### config.mk
export PLATFORM = sky130hd
export DESIGN_NAME = bcd_time_counter
export DESIGN_NICKNAME = d
export VERILOG_FILES = /design/src/rtl/bcd_time_counter.sv
export SDC_FILE = /design/constraint.sdc
export NUM_CORES = 1
export LEC_CHECK = 0
export ABC_CLOCK_PERIOD_IN_PS = 1360
export CAP_MARGIN = 20
export CORE_MARGIN = 10
export CORE_UTILIZATION = 40
export DETAILED_ROUTE_END_ITERATION = 8
export DONT_BUFFER_PORTS = 1
export SETUP_SLACK_MARGIN = 0.1
export SYNTH_ARGS = -nofsm -noshare
export SYNTH_HDL_FRONTEND = slang
export SYNTH_SLANG_ARGS = --single-unit
### constraint.sdc
create_clock -name clk -period 1.36 [get_ports clk]
set_clock_uncertainty 0.1 [all_clocks]
set_input_delay 0.34 -clock clk [delete_from_list [all_inputs] [get_ports clk]]
set_output_delay 0.34 -clock clk [all_outputs]
set_load 0.02 [all_outputs]
### src/rtl/bcd_time_counter.sv
// Cascadable BCD time counter: DIGITS-wide BCD field whose most-significant digit
// tops out at TOP_MSD. Counts up or down, takes a validated parallel load, and
// either wraps (WRAP=1) or saturates with a sticky done flag (WRAP=0) at its end.
module bcd_time_counter #(
    parameter int unsigned DIGITS  = 2,
    parameter int unsigned TOP_MSD = 5,
    parameter bit          WRAP    = 1'b1
) (
    input  logic                clk,
    input  logic                clear_n,
    input  logic                en,
    input  logic                up,
    input  logic                load,
    input  logic [4*DIGITS-1:0] load_value,
    output logic [4*DIGITS-1:0] count,
    output logic                tc,
    output logic                carry,
    output logic                done,
    output logic                load_err
);

    localparam int unsigned W = 4 * DIGITS;

    logic [W-1:0] cnt_inc;
    logic [W-1:0] cnt_dec;
    logic         is_max;
    logic         is_zero;
    logic         load_ok;

    // Single-cycle ripple for both directions, terminal detection and load validation.
    // Stepping from MAX up gives 0 and stepping from 0 down gives MAX naturally.
    always_comb begin
        logic       rip_up;
        logic       rip_dn;
        logic [3:0] dig;
        logic [3:0] ldig;
        logic [3:0] lim;
        cnt_inc = count;
        cnt_dec = count;
        is_max  = 1'b1;
        is_zero = 1'b1;
        load_ok = 1'b1;
        rip_up  = 1'b1;
        rip_dn  = 1'b1;
        dig     = 4'd0;
        ldig    = 4'd0;
        lim     = 4'd0;
        for (int i = 0; i < int'(DIGITS); i++) begin
            dig  = count[4*i +: 4];
            ldig = load_value[4*i +: 4];
            lim  = (i == int'(DIGITS) - 1) ? 4'(TOP_MSD) : 4'd9;
            if (dig != lim)  is_max  = 1'b0;
            if (dig != 4'd0) is_zero = 1'b0;
            if (ldig > lim)  load_ok = 1'b0;
            if (rip_up) begin
                if (dig == lim) begin
                    cnt_inc[4*i +: 4] = 4'd0;
                end else begin
                    cnt_inc[4*i +: 4] = dig + 4'd1;
                    rip_up = 1'b0;
                end
            end
            if (rip_dn) begin
                if (dig == 4'd0) begin
                    cnt_dec[4*i +: 4] = lim;
                end else begin
                    cnt_dec[4*i +: 4] = dig - 4'd1;
                    rip_dn = 1'b0;
                end
            end
        end
    end

    // Terminal flag follows count and the current direction without a register stage.
    assign tc = up ? is_max : is_zero;

    // Count register and pulse/sticky flags: clear > load > step > hold.
    always_ff @(posedge clk) begin
        if (!clear_n) begin
            count    <= '0;
            carry    <= 1'b0;
            done     <= 1'b0;
            load_err <= 1'b0;
        end else begin
            carry    <= 1'b0;
            load_err <= 1'b0;
            if (load) begin
                if (load_ok) begin
                    count <= load_value;
                    done  <= 1'b0;
                end else begin
                    load_err <= 1'b1;
                end
            end else if (en && !done) begin
                if (tc && !WRAP) begin
                    // saturate: count holds, done latches, carry marks the 0->1 of done
                    done  <= 1'b1;
                    carry <= 1'b1;
                end else begin
                    count <= up ? cnt_inc : cnt_dec;
                    carry <= tc;
                end
            end
        end
    end

endmodule

==> summary.md, run 1 <==
| Metric | Value |
|---|---|
| RSZ-0062 raised after global routing | yes |
| Seq/Total Area, Yosys | 0.241 |
| Placer Congestion | 0.841 |
| Ys async rst share | 0 |
| GRT overflow | 0 |
| Diode count | 0 |
| Slowest CP cell | dfxtp_4 |
| Achievable frequency | 0.636 GHz |
| Routed wire per std cell | 17.8 um |
| CTS Hold Bufs | 0 |
| Latest clock arrival within the worst-skew pair | 270 ps |
| Multiplexer area fraction after synthesis | 0.0241 |
| CP cell instances | and3_4 -> a32oi_4 -> nor2_4 |
| Worst IR Drop VDD | 676 uV |
| Worst path max stage delay | 380 ps |
| Yosys warns | 0 |
| Layout area overhead | 59.5% |
| # H-tree levels | 1 |
| Required @ worst endpoint | 920 ps |
| Antenna violations before repair | 0 |
| Final setup vio count | 11 |
| Dpl ws | -61.7 ps |
| Ys flop type | dfxtp_1 |
| Drt first pass iters | 4 |
| CTS root buf | clkbuf_4 |
| R2R cell count | 5 |
| Aggregate global-route resource usage | 0.134 |
| Number of synthesized flops with an enable pin | 0 |
| Status | complete, but fails checks |
| Top-Level Pins | 25 |
| Initial DRC count | 18 |
| Vias per cell | 5.78 |
| CTS clock-pin slew for the worst setup and hold paths | 80 ps |
| Crit end category | output port |
| CTS tree | yes |
| I/O Buffers | 0 |
| Synth Area per Inst | 7.99 sq um |
| Post-synthesis xor/xnor area fraction | 0.0316 |
| Fin. max-slew vios | 0 |
| Core Rows | 16 |
| Hold Startpoint | load |
| Post-Syn Instances | 104 |
| DR vias | 890 |
| TritonCTS Sinks | 10 |
| Storage cell area | 230 sq um |
| Simple-Gate Fraction of Synth Area | 0.265 |
| Final Hold Fails | 0 |
| Hold slack final | 108 ps |
| Die span in y | 65.6 um |
| Mapped Area | 831 sq um |
| R2r endpoint | count[1]$_SDFFE_PN0P_ |
| R2r setup slk | -150 ps |
| Critical path class | flop to output port |
| Seq cells post-synth | 10 |
| Placeable Area | 0.00196 sq mm |
| Hold endpoint | count[0]$_SDFFE_PN0P_ |
| Final Critical Period | 1570 ps |
| First-pass GRT wire length | 4560 um |
| CTS Buf Count | 3 |
| Final HPWL DP | 1840 um |
| Vias in the first global route | 947 |
| Violated checks | negative setup slack |
| Compound-Gate Fraction of Synth Area | 0.321 |
| Routed WL | 2750 um |
| ANT nets after route | 0 |
| Post-Syn Nets | 117 |
| Initial Util | 0.423 |
| Die area | 0.00430 sq mm |
| Worst Setup Start Kind | flop |
| Largest net degree at the start of global routing | 19 |
| Setup WS post-layout | -213 ps |
| WHS Path Cells | 2 |
| Inst Count DP | 139 |
| Worst min-delay path category | input port to flop |
| LEAKAGE | 0.478 nW |
| Die width | 65.6 um |
| Largest family of logic cells by synthesized area | compound AO/OA/AOI/OAI gates |
| Adder-cell share of the synthesized area | 0 |
| Post-route DRC | 0 |
| Period utilization | 1.16 |
| Fillers | 166 |
| Multi-input logic area | 721 sq um |
| Setup_tns | -926 ps |
| Worst Path Arrival | 1130 ps |
| Distinct cells, synth | 47 |
| Final nets | 141 |
| Critical path peak fanout | 3 |
| Reg-to-Reg Start | count[3]$_SDFFE_PN0P_ |
| Number of max-cap violations | 0 |
| Proportion of layout cells with a drive suffix above 1 | 0.583 |
| Power per cell area | 770 mW/mm^2 |
| Fin cells | 154 |
| Bufs on Longest Clock Path | 2 |
[worst max-delay path: cells and delay by family (launching register included)]
| family | cells | cell delay [ps] |
|---|---|---|
| DFF | 1 | 380 |
| and+or+nand+nor | 2 | 370 |
| AOI/OAI and AO/OA | 1 | 110 |
[power breakdown]
group	switching, mW	total [mW]	internal, mW
sequential	0.0370	0.344	0.307
combinational	0.188	0.395	0.207
clock	0.119	0.281	0.163
[flip-flops by register name (all words and copies together), names as in the netlist]
signal and cells:
count 8, carry 1, load_err 1
[per-layer routing]
layer  GRT usage  share of wire  up-vias
met2       0.216           0.46       31
li1            -              -      437
met1       0.153           0.43      420
met3      0.0678           0.11        2
met4      0.0374         0.0058        0
met5           0              0        -
[kinds of logic (layout without fill, tap and decap cells)]
group           after synthesis  count (layout)
compound gates               37              37
simple gates                 36              36
buf+inv                      15              38
flops                        10              10
xor+xnor                      3               3
mux                           2               2
other cells                   1               1
[cells in the final DEF, fill, tap and decap left out, drive strengths merged, types with 3 or more instances in the layout]
cell type	Yosys	layout
a21oi	9	9
a31oi	3	3
and3	3	3
buf	10	31
clkbuf	2	4
dfxtp	10	10
inv	3	3
nand2	3	3
nand2b	3	3
nand3	9	9
nor2	4	4
nor3	3	3
o21ai	5	5
[stage by stage]
step | instance area, sq um | utilization | total power, mW
2_1_floorplan | 923 | - | 0.572
3_3_place_gp | 1000 | 0.510 | 0.622
3_5_place_dp | 1000 | 0.510 | 0.625
4_1_cts | 1200 | 0.612 | 0.964
5_1_grt | 1330 | 0.675 | 1.07
6_report | 1330 | 0.675 | 1.02
[Yosys cell counts (3+ instances only)]
cell type | instances | area [sq um]
o21ai_0 | 5 | 25.0
a21oi_1 | 9 | 45.0
nor2_1 | 4 | 15.0
nand2b_1 | 3 | 18.8
dfxtp_1 | 10 | 200
nand3_1 | 9 | 45.0
buf_2 | 6 | 30.0
nand2_1 | 3 | 11.3
a31oi_1 | 3 | 18.8
inv_1 | 3 | 11.3
[worst max-delay path by stage]
stage	slack [ps]	endpoint	cells past startpoint	startpoint
after global routing	-240	tc	3	count[6]$_SDFFE_PN0P_
after CTS	-250	tc	3	count[6]$_SDFFE_PN0P_
after global placement	-50	count[2]$_SDFFE_PN0P_	4	load_value[2]
after floorplan	-80	tc	4	count[4]$_SDFFE_PN0P_
after detailed placement	-60	count[3]$_SDFFE_PN0P_	5	count[1]$_SDFFE_PN0P_
final	-210	tc	3	count[6]$_SDFFE_PN0P_
[final cells by class]
type                       count  share of cell area
sequential                    10               0.174
multi-input combinational     79               0.544
tap                           27              0.0255
inverter                       3             0.00850
clock buffer                   4              0.0274
timing repair buffer          31               0.221
[repair_timing]
item,in CTS,in global routing
endpoints found under the setup margin,17,17
pin swaps,16,10
cloned,0,0
setup buffers,7,4
resized for setup,29,16
No activity file was read; power rests on OpenSTA's default activity.
==> run 2, diff against run 1 <==
CORE_UTILIZATION = 54   (was 40)
PLACE_DENSITY = 0.72   (was default)
==> run 2 against run 1 <==
  * Non-clock buffer count down 3
  * The run still ends with negative setup slack left
  * Global-route usage up 1.0 points
  * Critical path depth unchanged
  * Total power down 8.3%
  * Worst hold slack better by 3.8 ps
  * Wire length up 5.0%
  * Clock-buffer cell count down 1
  * Sequential share of layout area up 1.1 points
==> summary.md, run 2 (synthesis gave the netlist of run 1 again) <==
| Metric | Value |
|---|---|
| Post-route DRC | 0 |
| Routed WL | 2880 um |
| Placer Congestion | 0.864 |
| Latest clock arrival within the worst-skew pair | 270 ps |
| Buf/Inv on CP | 0 |
| Fillers | 78 |
| Pint | 0.605 mW |
| Die span in y | 59.2 um |
| Core Rows | 14 |
| Setup WS post-layout | -241 ps |
| RSZ-0062 raised after global routing | yes |
| Clock group share of total power | 0.222 |
| Flop pwr share | 0.372 |
| Violated checks | negative setup slack |
| Final nets | 138 |
| # H-tree levels | 1 |
| CTS Buf Count | 3 |
| Max FFs per register | 8 |
| Routed met1 length | 1020 um |
| CTS tree | yes |
| DR vias | 952 |
| Final setup vio count | 10 |
| Antenna violations before repair | 0 |
| Design area | 0.00124 sq mm |
| Aggregate global-route resource usage | 0.145 |
| Combinational share of power | 0.405 |
| First-pass GRT wire length | 4030 um |
| Critical path class | flop to output port |
| Worst Setup Start Kind | flop |
| Slowest CP cell | dfxtp_4 |
| Status | complete, but fails checks |
| Die width | 59.2 um |
| Final Hold Fails | 0 |
| Dpl ws | -43.9 ps |
| Most flop-heavy register | count |
| Die area | 0.00351 sq mm |
| CTS clock-pin slew for the worst setup and hold paths | 70 ps |
| Fin cells | 139 |
| Largest regs | count: 8 flops, carry: 1 flops, load_err: 1 flops |
| LEAKAGE | 0.462 nW |
| Drt first pass iters | 4 |
| Vias per cell | 6.85 |
| Most frequent cells in the layout | buf_4, buf_6, nand3_1 |
| Top layer in use | met4 |
| Largest net degree at the start of global routing | 19 |
| Required @ worst endpoint | 920 ps |
| Vias in the first global route | 851 |
| Sw Share | 0.354 |
| I/O Buffers | 0 |
| ANT nets after route | 0 |
| Routed wire per std cell | 20.7 um |
| Commonest non-fill, non-tap cell in the layout | buf_4 |
| GRT overflow | 0 |
| Initial Util | 0.558 |
| Number of max-cap violations | 0 |
| Placeable Area | 0.00149 sq mm |
| Proportion of layout cells with a drive suffix above 1 | 0.569 |
| Post-DP Area | 971 sq um |
| Layout area overhead | 49.7% |
| Bufs on Longest Clock Path | 2 |
| Met3 WL | 301 um |
| Achievable frequency | 0.625 GHz |
| CP cell instances | and3_4 -> a32oi_4 -> nor2_4 |
| Top-Level Pins | 25 |
| TritonCTS Sinks | 10 |
| Final Critical Period | 1600 ps |
| CTS Hold Bufs | 0 |
| Routed wl met2 | 1500 um |
| Fin. max-slew vios | 0 |
| Worst path max stage delay | 360 ps |
| CP delay by family, top | flip-flops |
| Diode count | 0 |
| Crit end category | output port |
| Period utilization | 1.18 |
| Critical path peak fanout | 3 |
| Net switching power figure | 0.331 mW |
| Worst Path Arrival | 1160 ps |
| Power per cell area | 752 mW/mm^2 |
| CTS root buf | clkbuf_4 |
| Initial DRC count | 50 |
| Final HPWL DP | 1770 um |
| Worst IR Drop VDD | 604 uV |
| Worst min-delay path category | input port to flop |
| Inst Count DP | 126 |
==> run 2: cell count changes in the layout (fill, tap and decap cells not counted), sizes merged <==
cell    change
clkbuf      -1
buf         -3
==> run 2: worst paths after layout <==
path	from	to	slack [ps]	depth (start not counted)
setup / recovery	count[4]$_SDFFE_PN0P_	tc	-240	3
hold / removal	clear_n	count[1]$_SDFFE_PN0P_	110	2
setup reg to reg	count[3]$_SDFFE_PN0P_	count[1]$_SDFFE_PN0P_	-140	5
hold reg to reg	count[7]$_SDFFE_PN0P_	count[7]$_SDFFE_PN0P_	500	2
==> run 2: through the flow <==
stage	hold WS (ps)	setup TNS, ps	total power [mW]	utilization
after detailed placement	391	-232	0.620	0.652
final	112	-1030	0.936	0.835
after CTS	113	-728	0.871	0.753
after floorplan	375	-351	0.572	-
after global routing	128	-1500	0.977	0.835
after global placement	387	-146	0.614	0.652
==> run 2: cell type report <==
type / instances / area [sq um] / share of cell area
Clock buffer: 3 / 22.5 / 0.0181
Inverter: 3 / 11.3 / 0.00905
Multi-Input combinational cell: 79 / 688 / 0.553
Sequential cell: 10 / 230 / 0.185
Tap cell: 16 / 20.0 / 0.0161
Timing Repair Buffer: 28 / 272 / 0.218
==> run 2: per-layer routing <==
| layer | track usage | vias up |
|---|---|---|
| met5 | 0 | - |
| met4 | 0.0754 | 0 |
| met2 | 0.223 | 61 |
| met3 | 0.0536 | 9 |
| li1 | - | 436 |
| met1 | 0.168 | 446 |
==> run 2: power groups by stage <==
stage / logic [mW] / clock network, mW / registers [mW]
after floorplan: 0.220 / 0 / 0.352
after global placement: 0.259 / 0 / 0.355
after detailed placement: 0.263 / 0 / 0.357
after CTS: 0.318 / 0.207 / 0.346
after global routing: 0.406 / 0.220 / 0.351
final: 0.379 / 0.208 / 0.348
==> run 2: what timing repair did <==
action | in CTS | in global routing
gates resized for setup | 25 | 18
setup buffers | 5 | 6
pin swaps | 14 | 13
endpoints found under the setup margin | 16 | 17
